**config.mk**
```make
export PLATFORM = sky130hd
export DESIGN_NAME = fetch_unit
export DESIGN_NICKNAME = d
export VERILOG_FILES = /design/src/rtl/fetch_pkg.sv /design/src/rtl/fetch_fifo.sv /design/src/rtl/fetch_unit.sv
export SDC_FILE = /design/constraint.sdc
export NUM_CORES = 1
export LEC_CHECK = 0
export ABC_AREA = 1
export CAP_MARGIN = 20
export CORE_ASPECT_RATIO = 1.25
export CORE_MARGIN = 3
export CORE_UTILIZATION = 55
export CTS_BUF_LIST = sky130_fd_sc_hd__clkbuf_4
export CTS_CLUSTER_SIZE = 16
export DETAILED_ROUTE_END_ITERATION = 10
export GPL_TIMING_DRIVEN = 0
export PLACE_DENSITY_LB_ADDON = 0.12
export SYNTH_ARGS = -nofsm -noshare
export SYNTH_HDL_FRONTEND = slang
export SYNTH_SLANG_ARGS = --single-unit
```
**constraint.sdc**
```tcl
create_clock -name clk -period 3 [get_ports clk]
set_input_delay 0.6 -clock clk [delete_from_list [all_inputs] [get_ports clk]]
set_output_delay 0.6 -clock clk [all_outputs]
set_load 0.05 [all_outputs]
```
**src/rtl/fetch_pkg.sv**
```systemverilog
// Shared definitions for the instruction fetch unit: FSM states, NOP encoding
// and the default buffer depth.
package fetch_pkg;

  typedef enum logic [0:0] {
    ST_RUN   = 1'b0,
    ST_DRAIN = 1'b1
  } fetch_state_e;

  localparam int unsigned FETCH_DEPTH_DEFAULT = 2;
  localparam logic [31:0] NOP_INSTR           = 32'h0000_0013;

endpackage

```
**src/rtl/fetch_fifo.sv**
```systemverilog
// Small power-of-two circular buffer with occupancy count, used both for the
// decoded-instruction buffer and for the in-flight request address tracker.
module fetch_fifo
  import fetch_pkg::*;
#(
  parameter int unsigned DEPTH = FETCH_DEPTH_DEFAULT,
  parameter int unsigned WIDTH = 48
) (
  input  logic                     clk,
  input  logic                     rst_n,
  input  logic                     clr_i,
  input  logic                     push_i,
  input  logic                     pop_i,
  input  logic [WIDTH-1:0]         wdata_i,
  output logic [WIDTH-1:0]         rdata_o,
  output logic [$clog2(DEPTH):0]   count_o
);

  localparam int unsigned PTR_W = $clog2(DEPTH);
  localparam int unsigned CNT_W = PTR_W + 1;

  logic [WIDTH-1:0] mem_q [DEPTH];
  logic [PTR_W-1:0] wr_ptr_q;
  logic [PTR_W-1:0] rd_ptr_q;
  logic [CNT_W-1:0] count_q;
  logic             do_push_s;
  logic             do_pop_s;

  // A push into a full buffer is only taken when a pop frees a slot the same cycle.
  assign do_pop_s  = pop_i & (count_q != CNT_W'(0));
  assign do_push_s = push_i & ((count_q != CNT_W'(DEPTH)) | do_pop_s);

  // Pointer and occupancy update.
  always_ff @(posedge clk or negedge rst_n) begin
    if (!rst_n) begin
      wr_ptr_q <= PTR_W'(0);
      rd_ptr_q <= PTR_W'(0);
      count_q  <= CNT_W'(0);
    end else if (clr_i) begin
      wr_ptr_q <= PTR_W'(0);
      rd_ptr_q <= PTR_W'(0);
      count_q  <= CNT_W'(0);
    end else begin
      wr_ptr_q <= do_push_s ? wr_ptr_q + PTR_W'(1) : wr_ptr_q;
      rd_ptr_q <= do_pop_s ? rd_ptr_q + PTR_W'(1) : rd_ptr_q;
      count_q  <= count_q + CNT_W'(do_push_s) - CNT_W'(do_pop_s);
    end
  end

  // Storage array.
  always_ff @(posedge clk or negedge rst_n) begin
    if (!rst_n) begin
      for (int i = 0; i < int'(DEPTH); i++) begin
        mem_q[i] <= {WIDTH{1'b0}};
      end
    end else if (do_push_s && !clr_i) begin
      mem_q[wr_ptr_q] <= wdata_i;
    end else begin
      mem_q <= mem_q;
    end
  end

  assign rdata_o = mem_q[rd_ptr_q];
  assign count_o = count_q;

endmodule

```
**src/rtl/fetch_unit.sv**
```systemverilog
// Instruction fetch unit: issues in-order memory requests, buffers responses
// with their PC, and supports flush. Optional macro FETCH_ALIGN_CHECK_EN turns
// misaligned fetches into locally generated NOP entries flagged instr_misalign.
module fetch_unit
  import fetch_pkg::*;
#(
  parameter int unsigned DEPTH  = FETCH_DEPTH_DEFAULT,
  parameter int unsigned ADDR_W = 16
) (
  input  logic              clk,
  input  logic              rst_n,
  input  logic [ADDR_W-1:0] pc,
  output logic              pc_advance,
  input  logic              flush,
  output logic              imem_req,
  output logic [ADDR_W-1:0] imem_addr,
  input  logic              imem_gnt,
  input  logic              imem_rvalid,
  input  logic [31:0]       imem_rdata,
  output logic              instr_valid,
  input  logic              instr_ready,
  output logic [31:0]       instr,
  output logic [ADDR_W-1:0] instr_pc
`ifdef FETCH_ALIGN_CHECK_EN
  ,
  output logic              instr_misalign
`endif
);

  localparam int unsigned CNT_W = $clog2(DEPTH) + 1;
  localparam int unsigned SUM_W = CNT_W + 1;
`ifdef FETCH_ALIGN_CHECK_EN
  localparam int unsigned ENTRY_W = 33 + ADDR_W;
`else
  localparam int unsigned ENTRY_W = 32 + ADDR_W;
`endif

  fetch_state_e       state_q;
  logic [CNT_W-1:0]   buf_count_s;
  logic [CNT_W-1:0]   outstanding_s;
  logic [CNT_W-1:0]   outstanding_d;
  logic [SUM_W-1:0]   inflight_sum_s;
  logic [ADDR_W-1:0]  addr_head_s;
  logic [ENTRY_W-1:0] buf_wdata_s;
  logic [ENTRY_W-1:0] buf_rdata_s;
  logic               req_int_s;
  logic               grant_s;
  logic               rsp_ok_s;
  logic               rsp_push_s;
  logic               buf_push_s;
  logic               buf_pop_s;

  // Gating with rst_n keeps the request low while reset is held yet allows
  // a request in the very first cycle after release.
  assign inflight_sum_s = {1'b0, buf_count_s} + {1'b0, outstanding_s};
  assign req_int_s      = rst_n & (state_q == ST_RUN) & ~flush &
                          (inflight_sum_s < SUM_W'(DEPTH));
  assign imem_addr      = pc;
  assign grant_s        = imem_req & imem_gnt;

  assign rsp_ok_s      = imem_rvalid & (outstanding_s != CNT_W'(0));
  assign rsp_push_s    = rsp_ok_s & (state_q == ST_RUN) & ~flush;
  assign outstanding_d = outstanding_s + CNT_W'(grant_s) - CNT_W'(rsp_ok_s);

  assign instr_valid = (buf_count_s != CNT_W'(0));
  assign buf_pop_s   = instr_valid & instr_ready;
  assign instr       = instr_valid ? buf_rdata_s[ADDR_W +: 32] : 32'h0000_0000;
  assign instr_pc    = instr_valid ? buf_rdata_s[ADDR_W-1:0] : {ADDR_W{1'b0}};

`ifdef FETCH_ALIGN_CHECK_EN
  logic misalign_s;
  logic nop_take_s;

  // A misaligned fetch waits until earlier responses are in so ordering holds.
  assign misalign_s     = (pc[1:0] != 2'b00);
  assign nop_take_s     = req_int_s & misalign_s & (outstanding_s == CNT_W'(0));
  assign imem_req       = req_int_s & ~misalign_s;
  assign pc_advance     = grant_s | nop_take_s;
  assign buf_push_s     = rsp_push_s | nop_take_s;
  assign buf_wdata_s    = nop_take_s ? {1'b1, NOP_INSTR, pc} : {1'b0, imem_rdata, addr_head_s};
  assign instr_misalign = instr_valid & buf_rdata_s[ENTRY_W-1];
`else
  assign imem_req    = req_int_s;
  assign pc_advance  = grant_s;
  assign buf_push_s  = rsp_push_s;
  assign buf_wdata_s = {imem_rdata, addr_head_s};
`endif

  // FSM: DRAIN swallows responses of requests issued before a flush.
  always_ff @(posedge clk or negedge rst_n) begin
    if (!rst_n) begin
      state_q <= ST_RUN;
    end else begin
      case (state_q)
        ST_RUN:   state_q <= (flush && (outstanding_d != CNT_W'(0))) ? ST_DRAIN : ST_RUN;
        ST_DRAIN: state_q <= (outstanding_d == CNT_W'(0)) ? ST_RUN : ST_DRAIN;
        default:  state_q <= ST_RUN;
      endcase
    end
  end

  // Granted addresses; its occupancy is the outstanding-request count.
  fetch_fifo #(
    .DEPTH (DEPTH),
    .WIDTH (ADDR_W)
  ) u_addr_fifo (
    .clk     (clk),
    .rst_n   (rst_n),
    .clr_i   (1'b0),
    .push_i  (grant_s),
    .pop_i   (rsp_ok_s),
    .wdata_i (pc),
    .rdata_o (addr_head_s),
    .count_o (outstanding_s)
  );

  fetch_fifo #(
    .DEPTH (DEPTH),
    .WIDTH (ENTRY_W)
  ) u_instr_fifo (
    .clk     (clk),
    .rst_n   (rst_n),
    .clr_i   (flush),
    .push_i  (buf_push_s),
    .pop_i   (buf_pop_s),
    .wdata_i (buf_wdata_s),
    .rdata_o (buf_rdata_s),
    .count_o (buf_count_s)
  );

endmodule

```
==> impl_metrics.json <==
{
  "clock_latency_ns": 0.53,
  "core-area_um2": 11730,
  "cp.required_ns": 2.40,
  "drtAntennaViolNets": 0,
  "ios": 121,
  "fin_worst_skew_ns": 0.008530,
  "drtIter0Drc": 444,
  "cts_sinks": 137,
  "htree_num_levels": 4,
  "grt_util_met3": 0.05331,
  "rsz0062_at_grt": "no",
  "areaGrowthSynthToFinish_pct": 27.81,
  "reg2regPathDepth": 12,
  "cts_tree": "yes",
  "fmax_mhz": 349.6,
  "finalHoldViolations": 0,
  "finalCriticalPeriod_ns": 2.861,
  "dr.pass1.iters": 5,
  "drv_cap": 0,
  "synth_most_common_cell": "nand2_1",
  "grt_pass1_wl_mm": 28.28,
  "p_leak_uw": 0.004399,
  "crit_path_end_kind": "primary output",
  "ir_drop_mv": 0.4695,
  "placedCellCount": 1141,
  "postRouteWirelength_mm": 17.43,
  "grt_usage": 0.2622,
  "min_path_type": "in2async",
  "place_hpwl_mm": 12.09,
  "worstMarginPinSlew_ns": 0.5586,
  "gp_congestion": 0.8856,
  "drive_above_1_share": 0.1310,
  "fin_hold_ws_ns": 0.05237,
  "cts_max_path_buffers": 2,
  "synth_common_cells": "nand2_1, dfrtp_1, nand3_1, a21oi_1, clkbuf_1",
  "syn_area_per_cell_um2": 7.756,
  "synth_area_um2": 6663,
  "rrSetupSlack_ns": 0.82,
  "critPathMaxFanout": 10,
  "synth_top_area_share": 0.5146,
  "nets": 1063,
  "synth_nets": 920,
  "io_buffers": 120,
  "yosysSeqAreaShare": 0.5146,
  "outcome": "finished clean",
  "finalCritPeriodShare": 0.9535,
  "overflow": 0,
  "yosys.area.top_type": "dfrtp_1",
  "slew_violations": 0,
  "grt_pass1_vias": 5876,
  "startpoint": "u_instr_fifo.count_o[1]",
  "critPathArrivalTime_ns": 2.26,
  "synth_cells": 859,
  "cp-start-kind": "flop",
  "rows": 44,
  "initial_utilization": 0.5682,
  "finalNonFillerCells": 1177,
  "clk_pin_slew_worst_paths_ns": 0.12,
  "grt_util_met1": 0.3249,
  "antenna_found_initial": 1,
  "vias": 6164,
  "die-area_um2": 13480,
  "ys_ff_latch": 137,
  "drc": 0,
  "finalSetupViolCount": 0,
  "ctsRootBufferMaster": "clkbuf_4",
  "synth_area_leaders": "dfrtp_1, nand2_1, nand3_1",
  "wl_per_cell_um": 14.81,
  "p_per_area_nw_per_um2": 957.3,
  "r2r-start": "u_instr_fifo.count_o[0]",
  "rr_endpoint": "state_q",
  "die_h_um": 129.1,
  "grt_use_met2": 0.4616,
  "grt_max_degree": 94,
  "die_x_um": 104.4,
  "vias_per_cell": 5.237,
  "synthFlopType": "dfrtp_1",
  "final_util": 0.7262,
  "grt-busiest-layer": "met2",
  "finalSetupTns_ns": 0,
  "yosys_warnings": 0,
  "ys_types": 26,
  "slew_headroom": 0.6276,
  "ys_async_sr_fraction": 1.000,
  "setup.worst_path.class": "reg2out",
  "nFillCells": 970,
  "synth-edff-count": 0,
  "numCtsBuffers": 17
}
-- per-layer routing --
| layer | up-vias | wire (um) |
|---|---|---|
| li1 | 3030 | - |
| met3 | 28 | 1065 |
| met5 | - | 0 |
| met1 | 2887 | 6979 |
| met2 | 219 | 8961 |
| met4 | 0 | 428 |
-- timing repair --
action / in CTS / in global routing
setup buffers: 0 / 1
endpoints found under the hold margin: 46 / 41
pin swaps: 0 / 1
resized for setup: 165 / 18
endpoints found under the setup margin: 51 / 49
gates cloned: 0 / 1
-- power breakdown --
group | switching, uW | total [uW] | internal (uW)
registers | 434 | 3030 | 2590
logic | 2600 | 3730 | 1130
clock network | 651 | 1400 | 747
total | 3680 | 8150 | 4470
-- critical path, stage by stage, from the launching register on --
cell             delay, ns
dfrtp_1               0.46
nor2_2                0.35
clkbuf_1              0.44
a21oi_1               0.12
clkdlybuf4s15_2       0.36
-- per-stage QoR --
stage	instance area, um2	total power, uW	setup WS (ns)
2_1_floorplan	6663	5592	0.6632
3_3_place_gp	8065	6722	-5.004
3_5_place_dp	8094	6823	-0.7748
4_1_cts	8424	8145	-0.08597
5_1_grt	8516	8704	0.002204
6_report	8516	8152	0.1394
-- flip-flops by register name, summed over array words and instances, names as in the netlist --
register,cells
state_q,1
u_addr_fifo.count_o,2
u_addr_fifo.mem_q,32
u_addr_fifo.rd_ptr_q,1
u_addr_fifo.wr_ptr_q,1
u_instr_fifo.count_o,2
u_instr_fifo.mem_q,96
u_instr_fifo.rd_ptr_q,1
u_instr_fifo.wr_ptr_q,1
-- final cells by class --
class | instances | area (um2) | area share
diodes | 1 | 2.502 | 0.0002939
repair buffers | 125 | 1287 | 0.1512
clock buffers | 18 | 135.1 | 0.01587
flip-flops and latches | 137 | 3428 | 0.4026
multi-input cells | 623 | 2758 | 0.3238
inverters | 22 | 82.58 | 0.009697
plain buffers | 76 | 417.9 | 0.04907
clock inverters | 14 | 202.7 | 0.02380
well taps | 161 | 201.4 | 0.02366
-- how the worst max path moves through the flow --
| stage | to | slack [ns] | cells after the start |
|---|---|---|---|
| 2_1_floorplan | instr_pc[10] | 0.66 | 6 |
| 3_3_place_gp | pc_advance | -5.00 | 7 |
| 3_5_place_dp | pc_advance | -0.77 | 8 |
| 4_1_cts | pc_advance | -0.09 | 8 |
| 5_1_grt | instr[12] | 0.002 | 4 |
| 6_report | instr_pc[0] | 0.14 | 4 |
-- cell usage in the layout (no fill, tap or decap), drive strengths merged --
cell type	count
nand2	413
dfrtp	137
nand3	98
clkdlybuf4s50	68
clkbuf	56
buf	54
a21oi	48
nand4	34
clkdlybuf4s15	30
inv	21
nor2	12
clkinv	10
dlygate4sd2	9
ha	6
bufinv	5
xnor2	4
xor2	2
nor3	2
diode	1
o21ai	1
nand3b	1
o21bai	1
fa	1
dlygate4sd3	1
clkdlybuf4s18	1
-- kinds of logic after synthesis --
| kind of cell | Yosys count | share of synthesized area |
|---|---|---|
| AND/OR/NAND/NOR | 560 | 0.3521 |
| flip-flops | 137 | 0.5146 |
| buffers and inverters | 99 | 0.07268 |
| AO/OA/AOI/OAI | 50 | 0.03850 |
| adder cells (fa/ha/maj) | 7 | 0.01427 |
| XOR/XNOR | 6 | 0.007887 |
Power figures use the tool's default switching activity.
